## src/rtl/fetch_unit.sv

```systemverilog
// rtl/fetch_unit.sv - instruction fetch stage with PC, link-register stack and synchronous ROM interface
module fetch_unit #(
    parameter int                  ADDR_W      = 16,
    parameter int                  INS_W       = 21,
    parameter int                  STACK_DEPTH = 4,
    parameter logic [ADDR_W-1:0]   RESET_PC    = 16'h0000,
    parameter logic [INS_W-1:0]    BUBBLE_INS  = 21'h1F0000
) (
    input  logic              clk,
    input  logic              rst,
    input  logic              en,
    input  logic              load_pc,
    input  logic              load_linkreg,
    input  logic              PC_source,
    input  logic [ADDR_W-1:0] new_pc,
    input  logic [ADDR_W-1:0] new_linkreg,
    output logic [ADDR_W-1:0] rom_addr,
    output logic              rom_en,
    input  logic [INS_W-1:0]  rom_data,
    output logic [INS_W-1:0]  INS,
    output logic [ADDR_W-1:0] INS_addr,
    output logic              ins_valid,
    output logic              stack_overflow,
    output logic              stack_underflow
);

    localparam int PTR_W = $clog2(STACK_DEPTH);
    localparam int SP_W  = PTR_W + 1;
    localparam logic [SP_W-1:0] SP_FULL = SP_W'(STACK_DEPTH);

    logic [ADDR_W-1:0] pc_q, pc_d;
    logic [ADDR_W-1:0] fetch_addr_q, fetch_addr_d;
    logic              valid_q, valid_d;
    logic [SP_W-1:0]   sp_q, sp_d;
    logic              ovf_q, ovf_d;
    logic              unf_q, unf_d;
    logic [ADDR_W-1:0] stack_q [STACK_DEPTH];

    logic              take;
    logic              push;
    logic [SP_W-1:0]   sp_m1;
    logic [ADDR_W-1:0] target;

    assign take  = en & valid_q & load_pc;
    assign sp_m1 = sp_q - SP_W'(1);

    always_comb begin
        pc_d         = pc_q;
        fetch_addr_d = fetch_addr_q;
        valid_d      = valid_q;
        sp_d         = sp_q;
        ovf_d        = ovf_q;
        unf_d        = unf_q;
        push         = 1'b0;
        target       = new_pc;

        if (take) begin
            if (load_linkreg) begin
                // A call into a full stack still jumps; only the return address is lost.
                if (sp_q == SP_FULL) begin
                    ovf_d = 1'b1;
                end else begin
                    push = 1'b1;
                    sp_d = sp_q + SP_W'(1);
                end
            end else if (PC_source) begin
                if (sp_q == '0) begin
                    unf_d  = 1'b1;
                    target = RESET_PC;
                end else begin
                    target = stack_q[sp_m1[PTR_W-1:0]];
                    sp_d   = sp_m1;
                end
            end
        end

        if (en) begin
            fetch_addr_d = pc_q;
            if (take) begin
                // The word already requested from ROM is the wrong path; mark its slot as a bubble.
                pc_d    = target;
                valid_d = 1'b0;
            end else begin
                pc_d    = pc_q + ADDR_W'(1);
                valid_d = 1'b1;
            end
        end
    end

    always_ff @(posedge clk) begin
        if (rst) begin
            pc_q         <= RESET_PC;
            fetch_addr_q <= '0;
            valid_q      <= 1'b0;
            sp_q         <= '0;
            ovf_q        <= 1'b0;
            unf_q        <= 1'b0;
        end else begin
            pc_q         <= pc_d;
            fetch_addr_q <= fetch_addr_d;
            valid_q      <= valid_d;
            sp_q         <= sp_d;
            ovf_q        <= ovf_d;
            unf_q        <= unf_d;
            if (push) begin
                stack_q[sp_q[PTR_W-1:0]] <= new_linkreg;
            end
        end
    end

    assign rom_addr        = pc_q;
    assign rom_en          = en & ~rst;
    assign INS             = valid_q ? rom_data : BUBBLE_INS;
    assign INS_addr        = fetch_addr_q;
    assign ins_valid       = valid_q;
    assign stack_overflow  = ovf_q;
    assign stack_underflow = unf_q;

endmodule

```

## config.mk

```make
export PLATFORM = sky130hd
export DESIGN_NAME = fetch_unit
export DESIGN_NICKNAME = d
export VERILOG_FILES = /design/src/rtl/fetch_unit.sv
export SDC_FILE = /design/constraint.sdc
export NUM_CORES = 1
export LEC_CHECK = 0
export CORE_MARGIN = 4
export CORE_UTILIZATION = 52
export DETAILED_ROUTE_END_ITERATION = 6
export MAX_ROUTING_LAYER = met4
export PLACE_DENSITY = 0.85
export SETUP_SLACK_MARGIN = 0.3
export SLEW_MARGIN = 20
export SYNTH_ARGS = -nofsm -noshare
export SYNTH_HDL_FRONTEND = slang
export SYNTH_SLANG_ARGS = --single-unit
```

## constraint.sdc

```tcl
create_clock -name clk -period 5.4 [get_ports clk]
set_input_delay 0.54 -clock clk [delete_from_list [all_inputs] [get_ports clk]]
set_output_delay 0.54 -clock clk [all_outputs]
set_load 0.01 [all_outputs]
```

### After elaboration in Yosys (flattened, before gate mapping)

Memories as Yosys holds them, arrays and structs flattened.
Cells that the tools add are included.

* add/sub/neg operators: 3
* equal/unequal tests: 3
* multiplexer cells: 16
* bitwise operators: 5
* reductions and logical operators: 5

Operators with widths (number)
* $mux W16: 4
* $mux W21: 1
* $add A16 B1 Y16 const B: 1
* $mux W3: 4
* $reduce_and A4 Y1: 2
* $mux W1: 7
* $ne A2 B2 Y1 const B: 2
* $add A3 B1 Y3 const B: 1
* $and A1 B1 Y1: 3
* $eq A3 B3 Y1 const B: 1
* $logic_not A3 Y1: 1
* $reduce_and A3 Y1: 1
* $sub A3 B1 Y3 const B: 1
* $not A1 Y1: 2
* $reduce_bool A2 Y1: 1

* flip-flop bits (word level): 38
* memory bits (writable): 64
* bits of input ports: 59
* word-level logic and storage cells: 39
* memories kept: 1

Memories
* stack_q: words 4, width 16, read ports 1, clocked after Yosys merged registers in 0, write ports 1, line 37 `logic [ADDR_W-1:0] stack_q [STACK_DEPTH];`

### Longest topological paths before layout

* word-level depth: 7
* gate-level depth with buffers: 9
* depth with buffers taken out: 6

### Worst setup path after synthesis

Ideal clock, no wire load.

* kind: flip-flop to flip-flop
* start: reg sp_q[0]
* end: mem stack_q[0][0], enable pin
* arrival time: 2.270 ns
* slack: 2.721 ns
* stages on the path, launching flop included: 7
* path buffers: 2
* clock period less this slack: 2.679 ns
* cells stage by stage: dfxtp_1 -> buf_2 -> buf_2 -> inv_1 -> ha_1 -> nand2b_1 -> nor3_1

* cells in the longest elaborated chain, start to end: 7

Ends and longest elaborated chain
* from (decl): line 34 `logic [SP_W-1:0] sp_q, sp_d;`
* from (signal assigned): line 102 `sp_q <= sp_d;`
* $eq A3 B3 Y1: line 60 `if (sp_q == SP_FULL) begin`
* $mux W1: line 60
* $mux W1: line 58 `if (load_linkreg) begin`
* $mux W1: line 57 `if (take) begin`
* $mux W1: line 105 `if (push) begin`
* $mux W1: line 91 `if (rst) begin`
* $mux W1 (implied by the code): line 106 `stack_q[sp_q[PTR_W-1:0]] <= new_linkreg;`
* to (decl): line 37

Several ways; a longest one is shown, not always the timed one.

### Worst setup path in the final report

* start: in en
* end: out rom_en

* cells in the longest elaborated chain, start to end: 1

Ends and longest elaborated chain
* from (decl): line 11 `input logic en,`
* $and A1 B1 Y1: line 112 `assign rom_en = en & ~rst;`
* to (decl): line 18 `output logic rom_en,`

Every way passes these cells.

==> results.cfg <==
[power_and_ir_drop]
power_density_mw_per_mm2 = 255
power.total_mw = 1.50
p_leak_nw = 1.95
ir_drop_mv = 0.170

[timing]
slew_headroom = 0.449
hold_violations = 0
finalSetupTns_ns = 0
period_share = 0.564
setup_ws_ns = 2.36
worst_pin_slew_ns = 0.827
fmax_mhz = 328
rsz0062_at_grt = false
clock-skew-final_ns = 0.0130
finalMaxSlewViolations = 0
fin_crit_ns = 3.04
setup_viol = 0

[global_route]
grt_pass1_wl_um = 16200
overflow = 0
grt_max_degree = 34
antenna_found_initial = 0
track_usage = 0.213
grt_pass1_vias = 3290

[floorplanning]
dieArea_mm2 = 0.0101
rows = 33
start_util = 0.537
io_pins = 116
die_h_um = 101
fp.dieW_um = 101
core-area_mm2 = 0.00830

[worst_setup_path]
worstSetupPathType = input port to primary output
r2r_slack_ns = 2.53
worstPathArrival_ns = 2.50
path_max_fanout = 33
r2r-start = ins_valid
crit_path_end_kind = primary output
required_ns = 4.86
setup.worst_path.start_class = input port
endpoint = rom_en
critical_path.startpoint = en
r2r-end = stack_q[3][9]
reg2regPathDepth = 4

[logic_synthesis]
yosysWarnings = 0
synth_edf_count = 64
syn_inst = 346
async_flop_share = 0
postSynthAreaPerCell_um2 = 12.9
synth_commonest_cells = edfxtp_1, dfxtp_1, nor2_1
mappedNetlistArea_mm2 = 0.00446
synthFlopType = edfxtp_1
synth_cell_type_count = 50
ys_ff_latch = 102
synth_most_common_cell = edfxtp_1
synth_area_leader_cell = edfxtp_1
yosysSeqAreaShare = 0.601
yosys.area.top_type_share = 0.431
yosys-top-cells-area = edfxtp_1, dfxtp_1, mux4_2, mux2i_1, nor2_1
synth_nets = 411

[cts]
cts.sinks = 102
htree_num_levels = 3
worstSkewPairLatency_ns = 0.36
hold_buffers = 0
numCtsBuffers = 9
cts.repair.resized = 0
root_buffer = clkbuf_8
path_clk_slew_ns = 0.10
cts_tree = done
post_cts_buffers = 0
clockBufferDepth = 2

[hold_path]
hold_path.class = flop to flop

[finish]
num_antenna_cells = 0
final_nets = 519
utilization = 0.709
layout-drive-gt1-share = 0.0915
area_growth_pct = 31.9

[detailed_routing]
top_layer_used = met4
drt_iter0_drc = 228
ant_nets = 0
drt_wl_total_um = 10600
route.met3.wl_um = 1060
drtPass1Iterations = 7
routedWlPerCell_um = 18.7
drc = 0
wl_met1_um = 4040
num_vias = 3317
viasPerCell = 5.88
wl_met2_um = 5160

[placed_design]
hpwl_um = 7770
place_congestion = 0.921
dp_slack_ns = 2.00
port_buffers = 115

[flow_run]
maxCapViolCount = 0

[status]
status = finished clean
[worst min-delay path by stage]
stage / start / end / slack, ns / depth (start not counted)
3_5_place_dp: stack_underflow / stack_underflow / 0.47 / 2
5_1_grt: stack_underflow / stack_underflow / 0.52 / 2
4_1_cts: stack_underflow / stack_underflow / 0.49 / 2
3_3_place_gp: stack_overflow / stack_overflow / 0.46 / 2
2_1_floorplan: sp_q[1] / sp_q[1] / 0.48 / 2
6_report: stack_underflow / stack_underflow / 0.49 / 2
[registers in the layout (all words and copies together), names as in the netlist]
| signal | count |
|---|---|
| INS_addr | 16 |
| sp_q | 3 |
| ins_valid | 1 |
| rom_addr | 16 |
| stack_underflow | 1 |
| stack_overflow | 1 |
| stack_q | 64 |
[worst max-delay path: stages]
cell,delay (ns)
clkdlybuf4s50_1,0.46
buf_4,0.38
clkinv_1,0.38
nor2_1,0.18
clkdlybuf4s50_1,0.56
[stage by stage]
stage | cells | hold WS, ns | instance area, µm²
global route | 564 | 0.521 | 5880
global placement | 548 | 0.459 | 5690
floorplan | 346 | 0.483 | 4460
finish | 564 | 0.490 | 5880
CTS | 564 | 0.490 | 5880
detailed placement | 548 | 0.468 | 5690
[layout by cell type, fill, tap and decap left out, drive strengths merged, types with 3 or more instances in the layout]
master | Yosys | routed
o22ai | 4 | 4
clkbuf | 12 | 10
a211oi | 3 | 3
and3 | 4 | 4
or3 | 3 | 3
mux4 | 16 | 16
edfxtp | 64 | 64
or4 | 3 | 3
buf | 10 | 4
nand3 | 8 | 8
inv | 7 | 9
nand2b | 8 | 8
a221oi | 7 | 7
a21oi | 11 | 11
dfxtp | 38 | 38
a32oi | 3 | 3
nand2 | 11 | 11
clkdlybuf4s50 | 0 | 115
o21ai | 8 | 8
nor4 | 5 | 5
a22oi | 4 | 4
nand4 | 3 | 3
nor3 | 9 | 9
ha | 6 | 6
and2 | 21 | 21
mux2i | 18 | 18
nor2 | 35 | 35
a2111oi | 4 | 4
[cell families after synthesis]
family          count (synthesis)  share of synthesized area
compound gates                 59                     0.0959
xor+xnor                        2                    0.00393
fa+ha+maj                       6                     0.0168
buf+inv                        30                     0.0272
flops                         102                      0.601
mux                            34                      0.121
simple gates                  113                      0.134
[power by group]
group	internal [mW]	switching (mW)
combinational	0.0978	0.0712
clock	0.219	0.260
sequential	0.837	0.0182
total	1.15	0.350
[cell type report]
type | count | area, µm²
timing repair buffer | 119 | 1180
clock inverter | 6 | 70.1
fill | 546 | 2410
sequential | 102 | 2680
tap | 105 | 131
inverter | 8 | 30.0
multi-input combinational | 214 | 1660
clock buffer | 10 | 128
[layer usage]
metal | vias up | track usage
met1 | 1534 | 0.247
met5 | - | -
li1 | 1540 | -
met2 | 210 | 0.354
met3 | 33 | 0.0478
met4 | 0 | 0.0943
Note: power is estimated with default switching activity, not from simulation.
